==> config.mk <==
export PLATFORM = sky130hd
export DESIGN_NAME = trng_sampler
export DESIGN_NICKNAME = d
export VERILOG_FILES = /design/src/rtl/trng_sampler.sv
export SDC_FILE = /design/constraint.sdc
export NUM_CORES = 1
export LEC_CHECK = 0
export CORE_UTILIZATION = 30
export DETAILED_ROUTE_END_ITERATION = 16
export GPL_ROUTABILITY_DRIVEN = 0
export MAX_ROUTING_LAYER = met4
export SKIP_LAST_GASP = 1
export SLEW_MARGIN = 5
export SYNTH_ARGS = -nofsm -noshare
export SYNTH_HDL_FRONTEND = slang
export SYNTH_SLANG_ARGS = --single-unit
export TNS_END_PERCENT = 100
==> constraint.sdc <==
create_clock -name clk -period 3.79 [get_ports clk]
set_input_delay 0.5685 -clock clk [delete_from_list [all_inputs] [get_ports clk]]
set_output_delay 0.5685 -clock clk [all_outputs]
set_load 0.02 [all_outputs]
==> src/rtl/trng_sampler.sv <==
// Ring-oscillator entropy consumer: warms up the oscillator, samples it, removes bias
// with a von Neumann corrector, watches for stuck output and packs bits into bytes.
module trng_sampler #(
    parameter int SAMPLE_DIV    = 16,
    parameter int WARMUP_CYCLES = 64,
    parameter int REP_LIMIT     = 32
) (
    input  logic       clk,
    input  logic       rst_n,
    input  logic       enable,
    input  logic       ro_in,
    output logic       ro_activate,
    output logic [7:0] rnd_byte,
    output logic       rnd_valid,
    input  logic       rnd_ready,
    output logic       health_fail,
    output logic       busy
);
    localparam logic [7:0] DIV_LAST  = 8'(SAMPLE_DIV - 1);
    localparam logic [9:0] WARM_LAST = 10'(WARMUP_CYCLES - 1);
    localparam logic [7:0] REP_MAX   = 8'(REP_LIMIT);

    typedef enum logic [2:0] {IDLE, WARMUP, SAMPLE, STALL, FAIL} stateT;

    stateT       r_state;
    logic        r_sync1;
    logic        r_sync2;
    logic [9:0]  r_warmCnt;
    logic [7:0]  r_divCnt;
    logic [7:0]  r_repCnt;
    logic        r_lastSample;
    logic        r_pairValid;
    logic        r_pairBit;
    logic [7:0]  r_shift;
    logic [2:0]  r_bitCnt;
    logic [7:0]  r_held;
    logic [7:0]  r_rndByte;
    logic        r_rndValid;
    logic        r_roActivate;
    logic        r_healthFail;
    logic        r_busy;

    logic        w_sampleTick;
    logic        w_rawBit;
    logic [7:0]  w_repNext;
    logic        w_repTrip;
    logic        w_vnValid;
    logic [7:0]  w_shiftNext;
    logic        w_canLoad;
    logic        w_accept;
    logic        w_stopReq;

    // ro_in is asynchronous to clk; only the second flop is ever observed.
    always_ff @(posedge clk or negedge rst_n) begin
        if (!rst_n) begin
            r_sync1 <= 1'b0;
            r_sync2 <= 1'b0;
        end else begin
            r_sync1 <= ro_in;
            r_sync2 <= r_sync1;
        end
    end

    assign w_sampleTick = (r_state == SAMPLE) && (r_divCnt == DIV_LAST);
    assign w_rawBit     = r_sync2;
    assign w_repNext    = ((r_repCnt == 8'd0) || (w_rawBit != r_lastSample)) ? 8'd1 : r_repCnt + 8'd1;
    assign w_repTrip    = (w_repNext == REP_MAX);
    assign w_vnValid    = r_pairValid && (w_rawBit != r_pairBit);
    assign w_shiftNext  = {r_shift[6:0], r_pairBit};
    assign w_canLoad    = !r_rndValid || rnd_ready;
    assign w_accept     = r_rndValid && rnd_ready;
    assign w_stopReq    = !enable && ((r_state == WARMUP) || (r_state == SAMPLE) || (r_state == STALL));

    always_ff @(posedge clk or negedge rst_n) begin
        if (!rst_n) begin
            r_state      <= IDLE;
            r_warmCnt    <= 10'd0;
            r_divCnt     <= 8'd0;
            r_repCnt     <= 8'd0;
            r_lastSample <= 1'b0;
            r_pairValid  <= 1'b0;
            r_pairBit    <= 1'b0;
            r_shift      <= 8'd0;
            r_bitCnt     <= 3'd0;
            r_held       <= 8'd0;
            r_rndByte    <= 8'd0;
            r_rndValid   <= 1'b0;
            r_roActivate <= 1'b0;
            r_healthFail <= 1'b0;
            r_busy       <= 1'b0;
        end else begin
            // Acceptance clears valid unless a byte loads below in the same cycle.
            if (w_accept) begin
                r_rndValid <= 1'b0;
            end
            if (w_stopReq) begin
                r_state      <= IDLE;
                r_roActivate <= 1'b0;
                r_busy       <= 1'b0;
                r_warmCnt    <= 10'd0;
                r_divCnt     <= 8'd0;
                r_repCnt     <= 8'd0;
                r_lastSample <= 1'b0;
                r_pairValid  <= 1'b0;
                r_pairBit    <= 1'b0;
                r_shift      <= 8'd0;
                r_bitCnt     <= 3'd0;
                r_held       <= 8'd0;
            end else begin
                case (r_state)
                    IDLE: begin
                        if (enable) begin
                            r_state      <= WARMUP;
                            r_warmCnt    <= 10'd0;
                            r_roActivate <= 1'b1;
                            r_busy       <= 1'b1;
                        end
                    end
                    WARMUP: begin
                        if (r_warmCnt == WARM_LAST) begin
                            r_state  <= SAMPLE;
                            r_divCnt <= 8'd0;
                        end else begin
                            r_warmCnt <= r_warmCnt + 10'd1;
                        end
                    end
                    SAMPLE: begin
                        r_divCnt <= (r_divCnt == DIV_LAST) ? 8'd0 : r_divCnt + 8'd1;
                        if (w_sampleTick) begin
                            r_lastSample <= w_rawBit;
                            r_repCnt     <= w_repNext;
                            if (w_repTrip) begin
                                r_state      <= FAIL;
                                r_healthFail <= 1'b1;
                                r_roActivate <= 1'b0;
                                r_busy       <= 1'b0;
                                r_pairValid  <= 1'b0;
                                r_pairBit    <= 1'b0;
                                r_shift      <= 8'd0;
                                r_bitCnt     <= 3'd0;
                            end else if (!r_pairValid) begin
                                r_pairValid <= 1'b1;
                                r_pairBit   <= w_rawBit;
                            end else begin
                                r_pairValid <= 1'b0;
                                r_pairBit   <= 1'b0;
                                if (w_vnValid) begin
                                    if (r_bitCnt == 3'd7) begin
                                        r_shift  <= 8'd0;
                                        r_bitCnt <= 3'd0;
                                        if (w_canLoad) begin
                                            r_rndByte  <= w_shiftNext;
                                            r_rndValid <= 1'b1;
                                        end else begin
                                            r_held  <= w_shiftNext;
                                            r_state <= STALL;
                                        end
                                    end else begin
                                        r_shift  <= w_shiftNext;
                                        r_bitCnt <= r_bitCnt + 3'd1;
                                    end
                                end
                            end
                        end
                    end
                    STALL: begin
                        if (rnd_ready) begin
                            r_rndByte  <= r_held;
                            r_rndValid <= 1'b1;
                            r_state    <= SAMPLE;
                        end
                    end
                    FAIL: begin
                    end
                    default: begin
                        r_state <= IDLE;
                    end
                endcase
            end
        end
    end

    assign ro_activate = r_roActivate;
    assign rnd_byte    = r_rndByte;
    assign rnd_valid   = r_rndValid;
    assign health_fail = r_healthFail;
    assign busy        = r_busy;

endmodule

Yosys cells after proc, flatten, opt, wreduce, memory -nomap -nowiden --
Cells that the tools add are included.
Operators by class: $mul 0, equality and inequality tests 30, add/sub/neg operators 4, multiplexer cells 81, divide/modulo/power cells 0, bitwise gates (word level) 1, magnitude comparators 0, reduce and logical (&&, ||, !) cells 32, shifts and indexed selects 0
Operator list (number):
- $mux 8 | 22
- $mux 3 | 17
- $mux 7 | 7
- $pmux 8 s2 | 2
- $mux 10 | 3
- $mux 1 | 26
- $pmux 10 s2 | 1
- $reduce_and 9->1 | 2
- $add 8x1->8 const B | 2
- $ne 3x3->1 const B | 5
- $pmux 3 s5 | 1
- $reduce_bool 3->1 | 5
- $ne 2x2->1 const B | 7
- $ne 4x4->1 const B | 3
- $reduce_and 4->1 | 3
- $reduce_bool 2->1 | 6
- $add 10x1->10 const B | 1
- $eq 10x6->1 const B | 1
- $eq 8x4->1 const B | 1
- $eq 8x6->1 const B | 1
- $logic_not 8->1 | 1
- $reduce_and 7->1 | 1
- $eq 3x2->1 const B | 2
- $eq 3x3->1 const B | 2
- other kinds (14) | 26
Word-level totals: register bits after elaboration 63, latch bits 0, output and inout bits 12, input bits 5, RAM bits 0, memories 0, logic and storage cells 164, bits in read-only memories 0

Logic depth before layout (Yosys ltp) --
Gate-level depths: netlist (run 1).
depth after elaboration 10, mapped depth 9, gate-level depth less buffers 8

Least setup slack after synthesis (run 1) --
Ideal clock, no wire load.
path kind register to register, from register r_repCnt[0], to register r_rndByte[0], in the netlist rnd_byte[0], stages on the path, launching flop included 10, required time 3.665 ns, path slack 1.358 ns, buffers on the path 1, setup time 0.125 ns, period minus slack after synthesis 2.432 ns, arrival 2.307 ns, cells stage by stage dfrtp_1 -> inv_1 -> ha_1 -> or4b_4 -> o211ai_2 -> nor3_2 -> and3_4 -> a2111o_1 -> buf_6 -> mux2_4
Between the ends: word-level cells in the longest chain between the ends 6, elaborated cells between the ends (all ways) 7, classes of those cells add/sub: 1; eq/ne: 2; mux: 1; reduce/logical: 3
Ends and longest elaborated chain:
- from (decl) | RTL line 30 | logic [7:0] r_repCnt;
- from (signal assigned) | RTL line 131 | r_repCnt <= w_repNext;
- branches (longest 2 deep; another with $add 8x1->8)
- $mux 8 * | RTL line 66 | assign w_repNext = ((r_repCnt == 8'd0) || (w_rawBit != r_lastSample)) ? 8'd1 : r_repCnt + 8'd1;
- $eq 8x6->1 * | RTL line 67 | assign w_repTrip = (w_repNext == REP_MAX);
- $ne 2x2->1 (no source line) *
- $reduce_and 9->1 (no source line) *
- to (signal assigned) | RTL line 152 | r_rndByte <= w_shiftNext;
- to (signal assigned) | RTL line 168 | r_rndByte <= r_held;
- to (decl) | RTL line 37 | logic [7:0] r_rndByte;
Every way passes the cells marked *. A chain may end at the register's enable or synchronous reset.

Final worst setup path (run 1) --
from register r_repCnt[4], to register r_rndByte[0], in the netlist rnd_byte[0]
Same word-level chain as after synthesis.

==> flow_summary.ini, run 1 <==
[setup_path]
worstSetupPathType = register to register
cp.arrival_ps = 3000
r2r_cells = 6
start_kind = register
end_kind = register
slowest_stage = dfrtp_1
cp_num_buf_inv = 0
path_depth = 6
cp_slowest_stage_delay_ps = 510
worstPathRequired_ps = 4020
critPathTopFamily = compound AO/OA/AOI/OAI gates
critPathMaxFanout = 12
crit_chain = nand4_1 > xnor2_1 > o31ai_1 > and3_4 > a2111o_1 > mux2_4

[die]
die_area_um2 = 11500
pin_count = 17
fp.dieW_um = 107
start_util = 0.308
die_h_um = 107
fp-row-count = 38
core_area_um2 = 10800

[detailed_routing]
viasPerCell = 5.14
wl_per_cell_um = 14.0
vias = 2503
antenna_left = 0
routed_wl_um = 6800
drt_iter0_markers = 186
dr.pass1.iters = 4
drc = 0

[final_layout]
final_common_cell = dfrtp_1
nets = 353
n_fill_cell = 1112
multi_input_area_um2 = 1660
drive_gt1_frac = 0.138
final_cell_mix = 63 x dfrtp_1, 36 x nor2_1, 32 x o21ai_0
antenna_cells = 0
final_cell_area_um2 = 3790
syn_to_final_growth_pct = 13.7
regArea_um2 = 1580
postLayoutCoreUtil = 0.350

[sta]
fin_crit_sh = 0.732
layout_min_cycle_time_ps = 2770
final-hold-violation-count = 0
fin_ws_ps = 1020
finalSetupViolCount = 0
max-slew-margin-rel = 0.496
worst_pin_slew_ps = 749
setup_tns_ps = 0
fmax_mhz = 360
skew_ps = 9.27
slew_violations = 0
rsz0062_at_grt = false

[outcome]
status = finished clean

[synthesis]
syn_inst = 326
avgSynthCellArea_um2 = 10.2
syn-num-nets = 337
synth-seq-cells = 63
ys_seq_area_frac = 0.472
netlist_area_um2 = 3340
synthFlopType = dfrtp_1
synth_edf_count = 0
yosysWarnings = 0
ys_types = 54
async_flop_share = 1.00

[global_routing]
grt_pass1_wl_um = 12100
grt_overflow = 0
grtUsageTotal = 0.137
first_global_vias = 2500
antenna_found_initial = 0
grt_max_degree = 34

[cts]
cts-root-buf = clkbuf_8
cts.clk_slew.worst_paths_ps = 70
clk_latency_ps = 350
cts_tree = yes
clockBufferDepth = 2
cts_hold_buffers = 0
cts_buffers = 9
ctsResizeCount = 0
post_cts_buffers = 0
cts.sinks = 63
h-tree-depth = 3

[pwr]
seqPwrFrac = 0.441
irDropWorstVdd_mv = 0.167
clockPowerShare = 0.299
p_int_mw = 1.17
comb_power_share = 0.261
p_total_mw = 1.80
p_switching_mw = 0.627
switching_share = 0.348
powerDensity_nw_per_um2 = 475
leakagePower_nw = 1.67

[placement]
dp_hpwl_um = 4650
post-place-ws_ps = 955
io_buffers = 16
placed_area_um2 = 3610

[hold_path]
worst_hold_path_type = primary input to async pin

[flow_run]
maxCapViolations = 0
through the flow:
stage,hold slack (ps),instances
after floorplan,273,326
after global placement,335,471
after detailed placement,335,471
after CTS,297,487
after global routing,326,487
final,281,487
sequential cells by signal, indices dropped and copies added, names as in the netlist, 3 cells and up:
name	cells
rnd_byte	8
r_held	8
r_shift	7
r_warmCnt	10
r_bitCnt	3
r_divCnt	8
r_repCnt	8
r_state	3
synthesized netlist by cell type (4+ instances only):
cell type | number | area (um^2)
a21oi_1 | 8 | 40.0
a22o_1 | 11 | 96.3
and3_1 | 10 | 62.6
clkbuf_1 | 8 | 30.0
dfrtp_1 | 63 | 1580
ha_1 | 6 | 75.1
inv_1 | 6 | 22.5
mux2_2 | 10 | 113
mux2_4 | 8 | 120
mux2i_1 | 8 | 80.1
nand2_1 | 28 | 105
nand3_1 | 13 | 65.1
nand4_1 | 6 | 37.5
nor2_1 | 36 | 135
o21ai_0 | 32 | 160
o31ai_1 | 7 | 52.6
or4_1 | 4 | 30.0
xor2_1 | 5 | 43.8
per-layer routing:
metal	track usage	vias up	routed length, um
li1	-	1229	-
met1	0.179	1236	3450
met2	0.207	30	3090
met3	0.0400	8	183
met4	0.0382	0	73
met5	-	-	0
worst paths after layout:
| kind | from | endpoint | slack, ps |
|---|---|---|---|
| max in group asynchronous | rst_n | r_divCnt[7] | 2620 |
| hold reg to reg | r_sync1 | r_sync2 | 350 |
| min in group clk | r_sync1 | r_sync2 | 350 |
| setup / recovery | r_repCnt[4] | rnd_byte[0] | 1020 |
| hold / removal | rst_n | rnd_byte[4] | 280 |
| setup reg to reg | r_repCnt[4] | rnd_byte[0] | 1020 |
power by group through the flow:
stage	Sequential [mW]	Combinational [mW]	Clock [mW]
floorplan	0.774	0.362	0
global placement	0.803	0.463	0
detailed placement	0.805	0.473	0
CTS	0.793	0.474	0.555
global route	0.805	0.521	0.586
finish	0.793	0.469	0.538
kinds of logic after synthesis:
family | Yosys count | share of synthesized area
simple gates | 121 | 0.185
compound gates | 82 | 0.175
flops | 63 | 0.472
mux | 26 | 0.0937
buf+inv | 20 | 0.0307
xor+xnor | 8 | 0.0210
fa+ha+maj | 6 | 0.0225
cell type report:
type | count | share of cell area
Multi-Input combinational cell | 243 | 0.437
Sequential cell | 63 | 0.416
Timing Repair Buffer | 19 | 0.0468
Tap cell | 140 | 0.0462
Clock buffer | 11 | 0.0399
Clock inverter | 5 | 0.00858
Inverter | 6 | 0.00594
Note: power is estimated with default switching activity, not from simulation.
==> inputs of run 2 (changes only) <==
- clock period: 3.79 -> 2.75 ns (I/O delays scaled with it)
==> flow_summary.ini, run 2 (same netlist as run 1, synthesis figures left out) <==
[final_layout]
syn_to_final_growth_pct = 17.5
final_common_cell = dfrtp_1
final_cell_mix = 63 x dfrtp_1, 36 x nor2_1, 32 x o21ai_0
top_register = r_warmCnt
largest_reg_flops = 10
drive_gt1_frac = 0.165
nets = 365
final_cell_area_um2 = 3920
antenna_cells = 0

[cts]
cts.clk_slew.worst_paths_ps = 70
cts.sinks = 63
post_cts_buffers = 0
clk_latency_ps = 340
h-tree-depth = 3
cts_buffers = 9
clockBufferDepth = 2
cts_tree = yes
ctsResizeCount = 0
cts_hold_buffers = 0
cts-root-buf = clkbuf_8

[detailed_routing]
wl_met2_um = 3210
vias = 2603
antenna_left = 0
routed_wl_um = 7050
viasPerCell = 5.23
wl_per_cell_um = 14.2
drt_iter0_markers = 117
drc = 0
routed-wl-met3_um = 261
wl_met1_um = 3490
topRoutingLayerUsed = met4
dr.pass1.iters = 4

[sta]
fmax_mhz = 390
hold_ws_ps = 152
slew_violations = 0
final-hold-violation-count = 0
rsz0062_at_grt = false
fin_crit_sh = 0.932
setup_tns_ps = 0
max-slew-margin-rel = 0.470
layout_min_cycle_time_ps = 2560
worst_pin_slew_ps = 794
finalSetupViolCount = 0
skew_ps = 7.03

[setup_path]
start_kind = register
cp_slowest_stage_delay_ps = 460
slowest_stage = or4b_4
r2r_cells = 9
end_kind = register
r2r-end = rnd_byte[0]
r2r_slack_ps = 190
worstPathRequired_ps = 2980
critPathMaxFanout = 8
cp.arrival_ps = 2790
crit_chain = inv_1 > ha_1 > or4b_4 > o211ai_2 > nor3_2 > and3_4 > a2111o_1 > buf_4 > mux2_4
cp_num_buf_inv = 2
r2r_start = r_repCnt[0]
worstSetupPathType = register to register
critPathTopFamily = simple AND/OR/NAND/NOR gates

[flow_run]
maxCapViolations = 0

[hold_path]
worst_hold_path_type = primary input to async pin

[die]
fp-row-count = 38
die_area_um2 = 11500
fp.dieW_um = 107
start_util = 0.308
pin_count = 17
core_area_um2 = 10800
die_h_um = 107

[pwr]
clockPowerShare = 0.325
switching_share = 0.328
p_switching_mw = 0.877
powerDensity_nw_per_um2 = 682
seqPwrFrac = 0.391
p_int_mw = 1.80
leakagePower_nw = 1.76
p_total_mw = 2.68
irDropWorstVdd_mv = 0.333
comb_power_share = 0.285

[global_routing]
grtUsageTotal = 0.140
antenna_found_initial = 0
first_global_vias = 2531
grt_pass1_wl_um = 12300
grt_max_degree = 35
grt_overflow = 0

[outcome]
status = finished clean

[placement]
io_buffers = 16
dp_hpwl_um = 4920
placed_area_um2 = 3710
## run 2: changes by cell type in the layout (fill, tap and decap cells not counted), sizes merged
cell      before  now
buf            4   16
bufinv         0    2
clkbuf        11    9
clkinvlp       3    1
clkinv         2    3
## run 2: worst max path at each step
| stage | startpoint | end | slack [ps] | cells after the start |
|---|---|---|---|---|
| 2_1_floorplan | r_repCnt[0] | rnd_byte[0] | 320 | 9 |
| 3_3_place_gp | r_repCnt[0] | rnd_byte[5] | 250 | 9 |
| 3_5_place_dp | r_repCnt[0] | rnd_byte[6] | 190 | 9 |
| 4_1_cts | r_repCnt[0] | rnd_byte[6] | 180 | 9 |
| 5_1_grt | r_repCnt[0] | r_shift[3] | 60 | 10 |
| 6_report | r_repCnt[0] | rnd_byte[0] | 190 | 9 |
## run 2: cell type report
type                            instances  area, um^2
Clock buffer                            9         124
Clock inverter                          6        86.3
Fill cell                            1112        6920
Inverter                                6        22.5
Multi-Input combinational cell        243        1660
Sequential cell                        63        1580
Tap cell                              140         175
Timing Repair Buffer                   31         280
## run 2: worst register-to-register path, delay by kind of cell, from the launching register on
kind            cells  cell delay (ps)
mux                 1              310
flops               1              440
compound gates      2              540
simple gates        3              730
fa+ha+maj           1              140
buf+inv             2              290
## run 2: power groups by stage
| stage | Combinational [mW] | Clock, mW | Sequential, mW |
|---|---|---|---|
| 3_5_place_dp | 0.763 | 0 | 1.07 |
| 3_3_place_gp | 0.753 | 0 | 1.06 |
| 4_1_cts | 0.766 | 0.888 | 1.05 |
| 2_1_floorplan | 0.499 | 0 | 1.07 |
| 5_1_grt | 0.851 | 0.935 | 1.06 |
| 6_report | 0.762 | 0.869 | 1.05 |
## run 2: layer usage
layer | up-vias | track usage
li1 | 1261 | -
met5 | - | -
met2 | 42 | 0.215
met4 | 0 | 0.0470
met1 | 1289 | 0.181
met3 | 11 | 0.0327
## run 2: per-stage QoR
stage / std cells / setup WS (ps) / utilization
2_1_floorplan: 326 / 318 / -
5_1_grt: 498 / 63.5 / 0.362
6_report: 498 / 188 / 0.362
3_5_place_dp: 483 / 187 / 0.342
4_1_cts: 498 / 182 / 0.362
3_3_place_gp: 483 / 245 / 0.342
